===== config.mk =====
export PLATFORM = sky130hd
export DESIGN_NAME = display_scan_controller_flat
export DESIGN_NICKNAME = d
export VERILOG_FILES = /design/src/rtl/display_scan_controller_if.sv /design/src/rtl/display_scan_controller.sv /design/src/flat_wrapper.sv
export SDC_FILE = /design/constraint.sdc
export NUM_CORES = 1
export LEC_CHECK = 0
export ABC_AREA = 1
export CORE_ASPECT_RATIO = 0.5
export CORE_MARGIN = 8
export CORE_UTILIZATION = 35
export DETAILED_ROUTE_END_ITERATION = 7
export SLEW_MARGIN = 20
export SYNTH_ARGS = -nofsm -noshare
export SYNTH_HDL_FRONTEND = slang
export SYNTH_SLANG_ARGS = --single-unit

===== constraint.sdc =====
create_clock -name clk -period 2.66 [get_ports clk]
set_input_delay 0.399 -clock clk [delete_from_list [all_inputs] [get_ports clk]]
set_output_delay 0.399 -clock clk [all_outputs]
set_load 0.005 [all_outputs]

===== src/rtl/display_scan_controller_if.sv =====
// Frame-load handshake and decoder-drive bundle for display_scan_controller.
//   load      : request to capture value/dp_in into the shadow frame
//   value     : one nibble per digit, digit 0 in bits [3:0]
//   dp_in     : decimal-point flag per digit
//   load_ack  : one-cycle pulse when the shadow frame becomes active
//   busy      : a captured shadow frame is waiting for the next frame boundary
//   bcd       : nibble to the shared hex-to-seven-segment decoder
//   dp        : decimal point for the digit currently selected
//   digit_sel : one-hot digit enable, active high, all zero when dark
// master = frame producer; slave = scan controller.
interface display_scan_controller_if #(
  parameter int DIGITS = 4
);
  logic                  load;
  logic [4*DIGITS-1:0]   value;
  logic [DIGITS-1:0]     dp_in;
  logic                  load_ack;
  logic                  busy;
  logic [3:0]            bcd;
  logic                  dp;
  logic [DIGITS-1:0]     digit_sel;

  modport master (
    output load, value, dp_in,
    input  load_ack, busy, bcd, dp, digit_sel
  );

  modport slave (
    input  load, value, dp_in,
    output load_ack, busy, bcd, dp, digit_sel
  );
endinterface


===== src/rtl/display_scan_controller.sv =====
// Time-multiplexed scan of DIGITS common-cathode positions through one shared
// hex-to-seven-segment decoder. Every digit slot is BLANK_CYCLES dark clocks
// (bcd/dp settle while no digit is enabled) followed by SHOW_CYCLES lit clocks.
// New frames enter a shadow register via load/ack and are promoted to the
// active frame only on the edge that starts digit 0, so a scan never mixes
// two frames.
// Ports:
//   clk    : system clock, rising edge
//   reset  : asynchronous, active-high; clears FSM, frames and outputs
//   enable : 1 = scan runs; 0 = go dark once the current lit slot finishes
//   bus    : display_scan_controller_if.slave (load/value/dp_in in,
//            load_ack/busy/bcd/dp/digit_sel out, all outputs registered)
module display_scan_controller #(
  parameter int DIGITS       = 4,
  parameter int SHOW_CYCLES  = 1000,
  parameter int BLANK_CYCLES = 2
) (
  input  logic                        clk,
  input  logic                        reset,
  input  logic                        enable,
  display_scan_controller_if.slave    bus
);

  localparam int MAX_CYC = (SHOW_CYCLES > BLANK_CYCLES) ? SHOW_CYCLES : BLANK_CYCLES;
  // A one-cycle maximum would give a zero-width counter; keep at least one bit.
  localparam int CNT_W   = (MAX_CYC > 1) ? $clog2(MAX_CYC) : 1;
  localparam int IDX_W   = $clog2(DIGITS);

  localparam logic [CNT_W-1:0] BLANK_LAST = CNT_W'(BLANK_CYCLES - 1);
  localparam logic [CNT_W-1:0] SHOW_LAST  = CNT_W'(SHOW_CYCLES - 1);
  localparam logic [IDX_W-1:0] IDX_LAST   = IDX_W'(DIGITS - 1);

  typedef enum logic [1:0] {IDLE, BLANK, SHOW} state_t;

  state_t                state;
  logic [CNT_W-1:0]      cnt;
  logic [IDX_W-1:0]      idx;

  logic [4*DIGITS-1:0]   shadow_val;
  logic [DIGITS-1:0]     shadow_dp;
  logic [4*DIGITS-1:0]   active_val;
  logic [DIGITS-1:0]     active_dp;

  logic                  busy_r;
  logic                  load_ack_r;
  logic [3:0]            bcd_r;
  logic                  dp_r;
  logic [DIGITS-1:0]     digit_sel_r;

  logic                  show_done;
  logic                  enter_d0;
  logic                  xfer;
  logic [IDX_W-1:0]      nidx;
  logic [4*DIGITS-1:0]   src_val;
  logic [DIGITS-1:0]     src_dp;
  logic [3:0]            next_bcd;
  logic                  next_dp;

  function automatic logic [DIGITS-1:0] onehot(input logic [IDX_W-1:0] i);
    onehot = {{(DIGITS-1){1'b0}}, 1'b1} << i;
  endfunction

  // Slot sequencing decisions shared by the frame and scan registers.
  // nidx is the index the next BLANK will use: idx+1 (wrapping) from SHOW,
  // 0 from IDLE. When the transfer happens on this edge, the new digit 0
  // entry comes straight from the shadow so the first lit digit is new data.
  always_comb begin
    show_done = (state == SHOW) && (cnt == SHOW_LAST);
    enter_d0  = ((state == IDLE) && enable) ||
                (show_done && enable && (idx == IDX_LAST));
    xfer      = enter_d0 && busy_r;
    nidx      = '0;
    if ((state == SHOW) && (idx != IDX_LAST))
      nidx = idx + IDX_W'(1);
    src_val   = xfer ? shadow_val : active_val;
    src_dp    = xfer ? shadow_dp  : active_dp;
    next_bcd  = src_val[{nidx, 2'b00} +: 4];
    next_dp   = src_dp[nidx];
  end

  // Shadow/active frames and the load handshake. A transfer on the same edge
  // as a load wins; the load is dropped and the requester sees busy fall.
  always_ff @(posedge clk or posedge reset) begin
    if (reset) begin
      shadow_val <= '0;
      shadow_dp  <= '0;
      active_val <= '0;
      active_dp  <= '0;
      busy_r     <= 1'b0;
      load_ack_r <= 1'b0;
    end else begin
      load_ack_r <= 1'b0;
      if (xfer) begin
        active_val <= shadow_val;
        active_dp  <= shadow_dp;
        busy_r     <= 1'b0;
        load_ack_r <= 1'b1;
      end else if (bus.load && !busy_r) begin
        shadow_val <= bus.value;
        shadow_dp  <= bus.dp_in;
        busy_r     <= 1'b1;
      end
    end
  end

  // Scan FSM. digit_sel is cleared on the same edge bcd/dp change, so the
  // decoder input only ever moves while every digit is dark.
  always_ff @(posedge clk or posedge reset) begin
    if (reset) begin
      state       <= IDLE;
      cnt         <= '0;
      idx         <= '0;
      bcd_r       <= 4'h0;
      dp_r        <= 1'b0;
      digit_sel_r <= '0;
    end else begin
      case (state)
        IDLE: begin
          digit_sel_r <= '0;
          if (enable) begin
            state <= BLANK;
            idx   <= '0;
            cnt   <= '0;
            bcd_r <= next_bcd;
            dp_r  <= next_dp;
          end
        end
        BLANK: begin
          if (cnt == BLANK_LAST) begin
            state       <= SHOW;
            cnt         <= '0;
            digit_sel_r <= onehot(idx);
          end else begin
            cnt <= cnt + CNT_W'(1);
          end
        end
        SHOW: begin
          if (show_done) begin
            digit_sel_r <= '0;
            cnt         <= '0;
            if (enable) begin
              state <= BLANK;
              idx   <= nidx;
              bcd_r <= next_bcd;
              dp_r  <= next_dp;
            end else begin
              // Restart always begins at digit 0.
              state <= IDLE;
              idx   <= '0;
            end
          end else begin
            cnt <= cnt + CNT_W'(1);
          end
        end
        default: begin
          state       <= IDLE;
          cnt         <= '0;
          idx         <= '0;
          digit_sel_r <= '0;
        end
      endcase
    end
  end

  assign bus.busy      = busy_r;
  assign bus.load_ack  = load_ack_r;
  assign bus.bcd       = bcd_r;
  assign bus.dp        = dp_r;
  assign bus.digit_sel = digit_sel_r;

endmodule


===== src/flat_wrapper.sv =====
// flat-port wrapper written by rule: the top's interface ports become plain ports
module display_scan_controller_flat 
#(
  parameter int DIGITS       = 4,
  parameter int SHOW_CYCLES  = 1000,
  parameter int BLANK_CYCLES = 2
)
  (clk, reset, enable, bus_load, bus_value, bus_dp_in, bus_load_ack, bus_busy, bus_bcd, bus_dp, bus_digit_sel);
  display_scan_controller_if #(.DIGITS(DIGITS)) bus_i ();
  input  logic clk;
  input  logic reset;
  input  logic enable;
  input wire logic [$bits(bus_i.load)-1:0] bus_load;
  input wire logic [$bits(bus_i.value)-1:0] bus_value;
  input wire logic [$bits(bus_i.dp_in)-1:0] bus_dp_in;
  output wire logic [$bits(bus_i.load_ack)-1:0] bus_load_ack;
  output wire logic [$bits(bus_i.busy)-1:0] bus_busy;
  output wire logic [$bits(bus_i.bcd)-1:0] bus_bcd;
  output wire logic [$bits(bus_i.dp)-1:0] bus_dp;
  output wire logic [$bits(bus_i.digit_sel)-1:0] bus_digit_sel;
  assign bus_i.load = bus_load;
  assign bus_i.value = bus_value;
  assign bus_i.dp_in = bus_dp_in;
  assign bus_load_ack = bus_i.load_ack;
  assign bus_busy = bus_i.busy;
  assign bus_bcd = bus_i.bcd;
  assign bus_dp = bus_i.dp;
  assign bus_digit_sel = bus_i.digit_sel;
  display_scan_controller #(.DIGITS(DIGITS), .SHOW_CYCLES(SHOW_CYCLES), .BLANK_CYCLES(BLANK_CYCLES)) u_core (.clk(clk), .reset(reset), .enable(enable), .bus(bus_i));
endmodule

==> results.md, run 1 <==
- Status: finished, final reports clean
- Worst r2r dst: u_core.bus.dp
- Yosys reg bits: 65
- Synth-to-layout area growth: 25.67%
- Layout cells sized above 1: 0.1771
- Netlist area before placement: 3100 um^2
- Final period util: 0.7877
- Post-DP HPWL: 4895 um
- Path depth of the worst reg2reg path: 13
- Site row count: 24
- Placement Cell Area: 3558 um^2
- Resize count post-CTS: 0
- Cts hold-fix bufs: 0
- Clock buffer depth: 2
- Num ports: 35
- Post-DR vias/cell: 4.789
- CP required: roughly 2900 ps
- Asr flop ratio synth: 1.000
- Port Buffers: 34
- Ys flop type: dfrtp_1
- CTS tree: built
- Cell area after layout: 3896 um^2
- Relative max-transition margin: 0.6212
- Clk root buf: clkbuf_16
- Setup Crit Path Kind: flop to flop
- Fmax: between 400 and 500 MHz
- Initial antenna violation count: 0
- Grt total ovfl: 0
- Fin crit period: 2095 ps
- Pre-CTS setup slack: 493.4 ps
- Drt drc: 0
- Final Hold Fails: 0
- Worst-Skew Late Latency: 330 ps
- TritonCTS Buffers: 9
- Lkg Pwr: 1.857 nW
- Pwr Total: 4.453 mW
- Worst path max stage delay: 400 ps
- Critical-path cell list: inv_1 > ha_1 > nand2_1 > inv_2 > nand4_2 > nand2_4 > nand2_4 > nand2_1 > nand3_1 > nand3_1 > nand2_1 > nand2_1 > nand2_1
- Wirelength per Cell: roughly 14 um
- Die area: ~12000 um^2
- Setup ws final: 564.7 ps
- First-pass GRT wire length: 11930 um
- Setup TNS: 0 ps
- Number of enable flip-flop cells after synthesis: 0
- # nets final: ~400
- Slew @ Worst Pin: 567.3 ps
- Sink Count: 65
- H-tree Lvls: 3
- Total track usage: 0.1222
- R2R Path Start: u_core.state[0]
- Post-Syn Instances: 322
- Synth warnings: 0
- Hold Slack: between 400 and 500 ps
- Most common cell after layout, fill and taps aside: nand2_1
- Largest net degree at the start of global routing: 42
- Post-CTS setup buffers: 0
- Vias in the first global route: around 2400
- Seq/Total Area, Yosys: 0.5246
- RSZ-0062 raised after global routing: no
- DR iter-0 viols: roughly 230
- Most frequent CP cell: nand2_1
- P per Cell Area: 1143 nW/um^2
- Commonest non-fill, non-tap cells in the layout: nand2_1 (80), dfrtp_1 (65), nand3_1 (55)
- Antenna Cells: 0
- Core footprint: 8648 um^2
- Peak VDD IR: roughly 0.00037 V
- CP Capture Type: flop
- Synth unique cells: 29
- Worst hold-check path type: primary input to async pin
- Die Width: about 150 um
- Final Max Tran Viols: 0
- Crit-path slowest cell: dfrtp_1
- Reg-to-reg setup timing slack: 560 ps
- Max_cap viols: 0
- WP data arrival: 2320 ps
- Final wirelength: roughly 6700 um
- Routed via count: ~2300
- Post-route ant nets: 0
- Setup violators final: 0
- DR pass1 iterations: 5
- Starting density of the core: 0.3585
- Gp weighted congestion: 0.8070
- Clock Pin Slew Worst Setup and Hold Paths: 60 ps
- CP Max Fanout: 21
- Die Y-Extent: 82.56 um
- Synth Area per Inst: 9.629 um^2
- Syn Nets: 356
- Crit path launch type: flop
- Max Clock Skew: 4.764 ps
## flip-flops by register name, indices dropped and copies added, names as in the netlist
| signal | cells |
|---|---|
| u_core.active_val | 16 |
| u_core.shadow_val | 16 |
| u_core.bus.dp | 1 |
| u_core.state | 2 |
| u_core.idx | 2 |
| u_core.active_dp | 4 |
| u_core.cnt | 10 |
| u_core.shadow_dp | 4 |
| u_core.bus.digit_sel | 4 |
| u_core.bus.bcd | 4 |
| u_core.bus.load_ack | 1 |
| u_core.bus.busy | 1 |
## worst max path at each step
stage	startpoint	endpoint	slack, ps	cells past startpoint
after global placement	enable	u_core.cnt[9]	540	8
final	u_core.state[0]	u_core.bus.dp	560	13
after global routing	u_core.state[0]	u_core.bus.dp	340	13
after CTS	u_core.state[0]	u_core.bus.bcd[2]	560	13
after detailed placement	enable	u_core.cnt[9]	490	8
after floorplan	reset	u_core.active_dp[0]	630	1
## metrics by stage
step | std cells | utilization
4_1_cts | 484 | 0.4505
6_report | 484 | 0.4505
3_5_place_dp | 468 | 0.4115
2_1_floorplan | 322 | -
5_1_grt | 484 | 0.4505
3_3_place_gp | 468 | 0.4115
## kinds of logic after synthesis
group,synth area share
compound gates,0.02987
xor+xnor,0.01695
simple gates,0.2546
fa+ha+maj,0.04036
flops,0.5246
mux,0.07264
buf+inv,0.06093
## area by class of cell
cell class,count,area (um^2)
sequential,65,1627
tap,117,146.4
fill,812,4752
clock inverter,5,85.08
clock buffer,11,252.7
timing repair buffer,38,382.9
inverter,24,117.6
multi-input combinational,224,1285
## metal layers
metal  GRT usage  vias up  wire length (um)
met5           0        -                 0
met2      0.2009       48              3178
li1            -     1133                 -
met1      0.1423     1125              3105
met4     0.05095        0               106
met3     0.04948       12               323
## critical path: cells and delay by family (launching register included)
family,cells,cell delay (ps)
fa+ha+maj,1,250
buf+inv,2,170
flops,1,400
simple gates,10,1140
## report_power, final
part	total, mW	internal, mW	switching, mW
logic	1.56	0.678	0.879
registers	1.58	1.38	0.204
clock network	1.31	0.877	0.438
## synthesized netlist by cell type, types with 3 or more instances
| cell type | number | share of area |
|---|---|---|
| mux2_2 | 20 | 0.073 |
| nor2_2 | 3 | 0.0061 |
| nand2_1 | 80 | 0.097 |
| xor2_1 | 6 | 0.017 |
| nor2_1 | 15 | 0.018 |
| a21oi_1 | 3 | 0.0048 |
| dfrtp_1 | 65 | 0.52 |
| inv_2 | 4 | 0.0048 |
| buf_6 | 5 | 0.018 |
| nand2_2 | 11 | 0.022 |
| clkbuf_1 | 4 | 0.0048 |
| ha_1 | 10 | 0.040 |
| inv_1 | 18 | 0.022 |
| o21ai_0 | 5 | 0.0081 |
| nand3_1 | 55 | 0.089 |
No activity file was read; power rests on OpenSTA's default activity.
==> inputs of run 2 (changes only) <==
- clock period: 2.66 -> 2.18 ns (I/O delays scaled with it)
==> results.md, run 2 (synthesized netlist as in run 1, its figures left out) <==
- P per Cell Area: 1356 nW/um^2
- Internal power: 3.447 mW
- Crit-path leading delay family: simple AND/OR/NAND/NOR gates
- DR pass1 iterations: 5
- Synth-to-layout area growth: 25.67%
- Sw frac: 0.3474
- Commonest non-fill, non-tap cells in the layout: nand2_1 (80), dfrtp_1 (65), nand3_1 (55)
- Sink Count: 65
- Crit-path slowest cell: dfrtp_1
- Worst path max stage delay: 400 ps
- Most common cell after layout, fill and taps aside: nand2_1
- TritonCTS Buffers: 9
- Grt total ovfl: 0
- Routed via count: 2315
- Initial antenna violation count: 0
- Worst-Skew Late Latency: 330 ps
- Die Width: 149.1 um
- Psw: 1.835 mW
- Slew @ Worst Pin: 624.3 ps
- Lkg Pwr: approximately 1.9 nW
- Fmax: 512.8 MHz
- Die area: 12310 um^2
- Status: finished, final reports clean
- Gp weighted congestion: 0.8092
- Final Hold Fails: 0
- Num ports: 35
- Clk root buf: clkbuf_16
- Placement Cell Area: about 3600 um^2
- Resize count post-CTS: 0
- Final period util: 0.8946
- Buf/Inv on CP: 3
- Drt drc: 0
- Die Y-Extent: about 83 um
- Total track usage: 0.1194
- Starting density of the core: 0.3585
- Wirelength per Cell: around 14 um
- Cts hold-fix bufs: 0
- Worst hold-check path type: primary input to async pin
- Site row count: 24
- RSZ-0062 raised after global routing: no
- Core footprint: about 8600 um^2
- Placed Cells: 470
- Relative max-transition margin: 0.5832
- Multi-input logic area: around 1300 um^2
- Antenna Cells: 0
- CP Max Fanout: 20
- Setup violators final: 0
- Peak VDD IR: 0.0005295 V
- Fin crit period: 1950 ps
- Layout Cells excl Fill: 486
- CP Capture Type: flop
- Post-CTS setup buffers: 0
- H-tree Lvls: 3
- Clock Pin Slew Worst Setup and Hold Paths: 50 ps
- Hold Slack: roughly 400 ps
- Post-DP HPWL: 4793 um
- Clock buffer depth: 2
- Max_cap viols: 0
- Port Buffers: 34
- Most frequent CP cell: nand2_1
- Final Max Tran Viols: 0
- Vias in the first global route: 2424
- Max Clock Skew: 5.982 ps
- Final wirelength: 6658 um
- Setup TNS: 0 ps
- Sequential cell area: 1627 um^2
- Crit path launch type: flop
- Post-DR vias/cell: 4.763
- DR iter-0 viols: 220
- Largest net degree at the start of global routing: 27
- CP required: 2450 ps
- Cell area after layout: 3896 um^2
- Post-route ant nets: 0
- First-pass GRT wire length: 11460 um
- CTS tree: built
- Flop pwr share: 0.365
- WP data arrival: about 2200 ps
- Critical-path cell list: inv_1 > ha_1 > nand2_1 > inv_2 > nand4_2 > nand2_4 > buf_4 > nand3_1 > nand3_1 > nand3_1 > nand2_1 > nand2_1 > nand2_1
- Fraction of power consumed by combinational cells: 0.367
- FILL cells: 839
- Setup Crit Path Kind: flop to flop
- Largest registers: u_core.active_val: 16 flops, u_core.shadow_val: 16 flops, u_core.cnt: 10 flops
- Clk network pwr share: 0.268
- # nets final: 398
- Layout cells sized above 1: 0.1789
## run 2: cell count changes in the layout (fill, tap and decap cells not counted), sizes merged
cell / previous run / this run
clkinvlp: 1 / 2
bufinv: 4 / 3
buf: 4 / 6
clkinv: 0 / 2
inv: 24 / 22
## run 2: worst paths after layout
kind | slack [ps] | cells after the start | end | from
worst min register to register | 470 | 2 | u_core.active_val[13] | u_core.active_val[13]
min in group clk | 470 | 2 | u_core.active_val[13] | u_core.active_val[13]
worst max-delay path | 230 | 13 | u_core.bus.bcd[3] | u_core.state[0]
max in group asynchronous | 1230 | 3 | u_core.active_val[4] | reset
worst max register to register | 230 | 13 | u_core.bus.bcd[3] | u_core.state[0]
worst min-delay path | 400 | 2 | u_core.shadow_val[6] | reset
## run 2: final cells by class
type,count,area share
Timing Repair Buffer,40,0.1085
Multi-Input combinational cell,224,0.3298
Tap cell,117,0.03757
Inverter,24,0.03019
Clock inverter,5,0.01413
Clock buffer,11,0.06230
Sequential cell,65,0.4175
## run 2: worst reg2reg max path, stage by stage (launching register included)
cell	delay [ps]
dfrtp_1	400
inv_1	100
ha_1	240
nand2_1	90
inv_2	60
nand4_2	120
nand2_4	100
buf_4	230
nand3_1	130
nand3_1	110
nand3_1	80
nand2_1	100
nand2_1	70
nand2_1	60
## run 2: metal layers
metal / GRT usage / vias to the layer above / share of wire
li1: - / 1142 / -
met4: 0.05395 / 0 / 0.013
met2: 0.2004 / 45 / 0.48
met5: 0 / - / 0
met1: 0.1390 / 1122 / 0.46
met3: 0.04133 / 6 / 0.048
## run 2: power by group through the flow
stage          Sequential [mW]  Clock, mW  Combinational, mW
3_5_place_dp              1.95          0               1.95
4_1_cts                   1.94       1.46               1.96
6_report                  1.93       1.41               1.94
3_3_place_gp              1.94          0               1.91
5_1_grt                   1.99       1.52               2.20
2_1_floorplan             1.88          0               1.46
## run 2: per-stage QoR
| stage | setup WS (ps) | power, mW | util |
|---|---|---|---|
| 2_1_floorplan | 226.5 | 3.340 | - |
| 3_3_place_gp | 272.7 | 3.845 | 0.4161 |
| 3_5_place_dp | 201.0 | 3.900 | 0.4161 |
| 4_1_cts | 238.7 | 5.356 | 0.4505 |
| 5_1_grt | 40.49 | 5.712 | 0.4505 |
| 6_report | 229.9 | 5.283 | 0.4505 |
